**src/rtl/clk_fmeas_mon.sv**
```systemverilog
// clk_fmeas_mon: N-channel toggle-rate meter with min/max range check.
// Ports: pl_clk0/pl_reset_n, enable, ch_tog, ch_min/ch_max, fault_clr in;
//   ch_count, count_valid, ch_in_range, ch_fault, busy out.
//   Macro CLK_FMEAS_MON_IRQ_EN adds irq_mask (in) and irq (out).
module clk_fmeas_mon #(
  parameter int NUM_CH      = 4,
  parameter int CNT_W       = 24,
  parameter int GATE_CYCLES = 1000000,
  parameter int SYNC_FF     = 3
) (
  input  logic                    pl_clk0,
  input  logic                    pl_reset_n,
  input  logic                    enable,
  input  logic [NUM_CH-1:0]       ch_tog,
  input  logic [NUM_CH*CNT_W-1:0] ch_min,
  input  logic [NUM_CH*CNT_W-1:0] ch_max,
  input  logic                    fault_clr,
`ifdef CLK_FMEAS_MON_IRQ_EN
  input  logic [NUM_CH-1:0]       irq_mask,
  output logic                    irq,
`endif
  output logic [NUM_CH*CNT_W-1:0] ch_count,
  output logic                    count_valid,
  output logic [NUM_CH-1:0]       ch_in_range,
  output logic [NUM_CH-1:0]       ch_fault,
  output logic                    busy
);

  localparam int GW = $clog2(GATE_CYCLES);
  localparam logic [GW-1:0] GATE_LAST =
    GW'(GATE_CYCLES - 1);
  localparam logic [CNT_W-1:0] CNT_MAX = '1;

  typedef enum logic [1:0] {
    S_IDLE,
    S_ARM,
    S_GATE,
    S_LATCH
  } state_t;

  state_t state_q, state_d;

  logic [NUM_CH-1:0] sync_q [SYNC_FF];
  logic [NUM_CH-1:0] prev_q;
  logic [NUM_CH-1:0] evt;
  logic [CNT_W-1:0]  cnt_q [NUM_CH];
  logic [GW-1:0]     gcnt_q;
  logic [NUM_CH-1:0] in_rng_d;
  logic [NUM_CH-1:0] fault_set;
  logic              latch;

  always_ff @(posedge pl_clk0 or negedge pl_reset_n) begin
    if (!pl_reset_n) begin
      for (int k = 0; k < SYNC_FF; k++)
        sync_q[k] <= '0;
      prev_q <= '0;
    end else begin
      sync_q[0] <= ch_tog;
      for (int k = 1; k < SYNC_FF; k++)
        sync_q[k] <= sync_q[k-1];
      prev_q <= sync_q[SYNC_FF-1];
    end
  end

  assign evt   = sync_q[SYNC_FF-1] ^ prev_q;
  assign latch = (state_q == S_LATCH);
  assign busy  = (state_q != S_IDLE);

  always_ff @(posedge pl_clk0 or negedge pl_reset_n) begin
    if (!pl_reset_n)
      state_q <= S_IDLE;
    else
      state_q <= state_d;
  end

  always_comb begin
    state_d = state_q;
    unique case (state_q)
      S_IDLE:  if (enable) state_d = S_ARM;
      S_ARM:   state_d = enable ? S_GATE : S_IDLE;
      S_GATE: begin
        if (!enable)
          state_d = S_IDLE;
        else if (gcnt_q == GATE_LAST)
          state_d = S_LATCH;
      end
      S_LATCH: state_d = enable ? S_ARM : S_IDLE;
      default: state_d = S_IDLE;
    endcase
  end

  always_ff @(posedge pl_clk0 or negedge pl_reset_n) begin
    if (!pl_reset_n) begin
      gcnt_q <= '0;
      for (int i = 0; i < NUM_CH; i++)
        cnt_q[i] <= '0;
    end else if (state_q == S_ARM) begin
      gcnt_q <= '0;
      for (int i = 0; i < NUM_CH; i++)
        cnt_q[i] <= '0;
    end else if (state_q == S_GATE) begin
      gcnt_q <= gcnt_q + 1'b1;
      for (int i = 0; i < NUM_CH; i++)
        if (evt[i] && cnt_q[i] != CNT_MAX)
          cnt_q[i] <= cnt_q[i] + 1'b1;
    end
  end

  always_comb begin
    in_rng_d = '0;
    for (int i = 0; i < NUM_CH; i++)
      in_rng_d[i] =
        (ch_min[i*CNT_W +: CNT_W] <= cnt_q[i]) &&
        (cnt_q[i] <= ch_max[i*CNT_W +: CNT_W]);
  end

  // Failures assert on the latch edge and are re-asserted
  // during the count_valid cycle so a clear there loses.
  always_comb begin
    fault_set = '0;
    if (latch)
      fault_set = ~in_rng_d;
    else if (count_valid)
      fault_set = ~ch_in_range;
  end

  always_ff @(posedge pl_clk0 or negedge pl_reset_n) begin
    if (!pl_reset_n) begin
      count_valid <= 1'b0;
      ch_count    <= '0;
      ch_in_range <= '0;
      ch_fault    <= '0;
    end else begin
      count_valid <= latch;
      if (latch) begin
        for (int i = 0; i < NUM_CH; i++)
          ch_count[i*CNT_W +: CNT_W] <= cnt_q[i];
        ch_in_range <= in_rng_d;
      end
      ch_fault <= (ch_fault & ~{NUM_CH{fault_clr}})
                | fault_set;
    end
  end

`ifdef CLK_FMEAS_MON_IRQ_EN
  always_ff @(posedge pl_clk0 or negedge pl_reset_n) begin
    if (!pl_reset_n)
      irq <= 1'b0;
    else
      irq <= |(ch_fault & ~irq_mask);
  end
`endif

endmodule

```
**config.mk**
```make
export PLATFORM = sky130hd
export DESIGN_NAME = clk_fmeas_mon
export DESIGN_NICKNAME = d
export VERILOG_FILES = /design/src/rtl/clk_fmeas_mon.sv
export SDC_FILE = /design/constraint.sdc
export NUM_CORES = 1
export LEC_CHECK = 0
export CAP_MARGIN = 15
export CELL_PAD_IN_SITES_DETAIL_PLACEMENT = 1
export CELL_PAD_IN_SITES_GLOBAL_PLACEMENT = 2
export CORE_ASPECT_RATIO = 0.8
export CORE_MARGIN = 10
export CORE_UTILIZATION = 30
export DETAILED_ROUTE_END_ITERATION = 12
export GPL_ROUTABILITY_DRIVEN = 0
export MAX_ROUTING_LAYER = met4
export PLACE_DENSITY_LB_ADDON = 0.1
export SETUP_SLACK_MARGIN = 0.05
export SYNTH_ARGS = -nofsm -noshare
export SYNTH_HDL_FRONTEND = slang
export SYNTH_SLANG_ARGS = --single-unit
```
**constraint.sdc**
```tcl
create_clock -name pl_clk0 -period 2.6 [get_ports pl_clk0]
set_clock_uncertainty 0.1 [all_clocks]
set_input_delay 0.78 -clock pl_clk0 [delete_from_list [all_inputs] [get_ports pl_clk0]]
set_output_delay 0.78 -clock pl_clk0 [all_outputs]
set_load 0.03 [all_outputs]
```
==> results.yml <==
sta:
  hold_viol: 0
  fin_crit_ps: 2500
  fmax_ghz: 0.400
  rsz0062_at_grt: "false"
  tightestPinTransition_ps: 563
  setup_slack_ps: 99.9
  period_share_pct: 96.2
  max-slew-margin-rel_pct: 62.5
  setup_viol: 0
  slew_violations: 0
  tns_ps: 0
logic_synthesis:
  synth_commonest_cells: "239 x dfrtp_1, 205 x inv_1, 201 x ha_1"
  netlist-cell-type-count: 63
  ys_seq_area_share_pct: 39.0
  syn-cell-area_sq_um: 15300
  ys.warnings.count: 0
  async_reset_ff_share_pct: 100
  yosysMostFrequentCell: "dfrtp_1"
  syn_nets: 2003
  syn_inst: 1602
  synth-main-ff-cell: "dfrtp_1"
  postSynthAreaPerCell_sq_um: 9.57
  ys_top_cells_by_area: "dfrtp_1 39%, ha_1 16%, mux2_2 7.2%"
  ys_ff_latch: 239
  netlist.area_leader.share_pct: 39.0
  synth_top_area_cell: "dfrtp_1"
  synth_edf_count: 0
die:
  row_count: 74
  dieArea_sq_um: 60600
  ioPinCount: 306
  fp.dieW_um: 273
  core_area_sq_um: 50800
  start_util_pct: 30.2
  die_y_um: 222
global_route:
  overflow: 0
  grt_pass1_vias: 14589
  grtUsageTotal_pct: 18.0
  grt_pass1_wl_um: 84800
  antenna_found_initial: 1
  grt_max_degree: 61
final_layout:
  design_area_sq_um: 21000
  nets: 2402
  area_growth_pct: 36.9
  final_cells: 2707
  antenna_cells: 0
  final_layout_size_suffix_gt1_share_pct: 13.7
drt:
  dr.pass1.iters: 5
  routed-via-count: 13188
  ant_nets: 0
  routed_wl_um: 53700
  detail_route.wl_per_cell_um: 19.8
  first_iter_violations: 661
  drc: 0
  via_per_inst: 4.87
place:
  dp_hpwl_um: 42200
  dp_worst_setup_slack_ps: -520
  place_inst: 2652
  dpl_cell_area_sq_um: 19900
  portBuffers: 305
clock_network:
  hold_buffers: 0
  clk_latency_ps: 580
  htreeDepth: 1
  cts.sinks: 239
  root_buffer: "clkbuf_16"
  cts_tree: "yes"
  clk_pin_slew_worst_paths_ps: 70
  numCtsBuffers: 29
  clockBufferDepth: 3
critical_path:
  crit_path_top_delay_cell: "clkdlybuf4s50_1"
  path_buf_inv: 1
  endpoint_kind: "output pin"
  critPathMaxFanout: 2
  worstSetupStartpointType: "register"
  path_class: "reg -> out"
  worst-r2r-setup-slack_ps: 210
  r2r_start: "cnt_q[70]$_DFFE_PN0P_"
  rr_endpoint: "ch_in_range[1]$_DFFE_PN0P_"
  critPathRequiredTime_ps: 1720
  cp_cell_sequence: "clkdlybuf4s50_1"
  slowest_delay_ps: 690
  cp.arrival_ps: 1620
  crit_family: "buffers and inverters"
  ff2ff_path_depth: 8
worst_hold_path:
  hp-class: "in -> async"
status:
  status: "finished, final reports clean"
power:
  power.leakage_nw: 10.0
  powerDensity_nw_per_um2: 587
  irDropWorstVdd_v: 0.000440
  fin_total_pwr_mw: 12.3
flow_run:
  maxCapViolCount: 0
[routing by layer]
| layer | wire length, um | GRT usage, % |
|---|---|---|
| met2 | 25200 | 29.0 |
| met3 | 1980 | 2.81 |
| met1 | 25500 | 23.5 |
| met5 | 0 | - |
| met4 | 1030 | 3.58 |
[power breakdown]
part,internal (mW),total (mW),switching [mW]
combinational,1.50,3.74,2.24
sequential,3.99,4.28,0.283
clock,2.49,4.31,1.82
total,7.98,12.3,4.35
[cell families (layout without fill, tap and decap cells)]
logic type      count (synthesis)  in the layout  share of synthesized area (%)
compound gates                240            240                           9.43
xor+xnor                       94             94                           5.37
fa+ha+maj                     201            201                           16.4
buf+inv                       241            662                           6.09
flops                         239            239                           39.0
mux                            99             99                           7.26
simple gates                  488            488                           16.4
[sequential cells by signal, indices dropped and copies added (netlist names)]
name         flops
ch_count        96
ch_fault         4
ch_in_range      4
cnt_q           96
count_valid      1
gcnt_q          20
prev_q           4
state_q          2
sync_q          12
[layout by cell type, fill, tap and decap left out, types with 6 or more instances in the layout]
master / count
clkinvlp_4: 9
dlymetal6s2s_1: 19
o211ai_1: 15
mux2_2: 98
a21oi_1: 111
a31oi_1: 6
and2_1: 6
buf_12: 8
xnor2_1: 84
nor2_1: 132
dfrtp_1: 238
o21ai_0: 45
ha_1: 200
nand2_1: 82
nor2b_1: 12
o22ai_1: 10
dlygate4sd2_1: 35
clkbuf_16: 29
and3_1: 18
buf_4: 91
nand3_1: 65
inv_1: 205
nand4_1: 80
clkdlybuf4s50_1: 249
and4_1: 9
nor4_1: 18
a21boi_0: 8
or3_1: 9
nor3_1: 26
xor2_1: 10
[worst max path at each step]
| stage | start | endpoint | slack, ps | cells after the start |
|---|---|---|---|---|
| after global placement | ch_max[65] | ch_in_range[2]$_DFFE_PN0P_ | -420 | 8 |
| after global routing | ch_max[69] | ch_fault[2]$_DFF_PN0_ | 30 | 10 |
| after floorplan | ch_max[70] | ch_in_range[2]$_DFFE_PN0P_ | 220 | 7 |
| final | ch_count[57]$_DFFE_PN0P_ | ch_count[57] | 100 | 1 |
| after CTS | ch_count[51]$_DFFE_PN0P_ | ch_count[51] | 50 | 1 |
| after detailed placement | ch_max[65] | ch_in_range[2]$_DFFE_PN0P_ | -520 | 8 |
[area by class of cell]
class                           instances  area, sq um
Sequential cell                       239         5980
Clock buffer                           30          739
Clock inverter                         23          260
Inverter                              205          769
Timing Repair Buffer                  404         3900
Multi-Input combinational cell       1122         8490
Fill cell                            5737        29800
Tap cell                              684          856
[metrics by stage]
step	utilization, %	hold slack, ps
after floorplan	-	231
after global placement	39.2	233
after detailed placement	39.2	236
after CTS	41.1	30.6
after global routing	41.3	39.0
final	41.3	35.6
[repair_timing]
action,in CTS,in global routing
gates resized for setup,39,33
setup buffers,0,2
endpoints found under the setup margin,36,33
pin swaps,0,2
[worst reg2reg max path: cells and delay by family (launching register included)]
kind	cells	cell delay, ps
DFF	1	440
and+or+nand+nor	2	600
adders and majority gates	1	330
AOI/OAI and AO/OA	3	520
buffers and inverters	2	290
(Power assumes the default switching activity.)
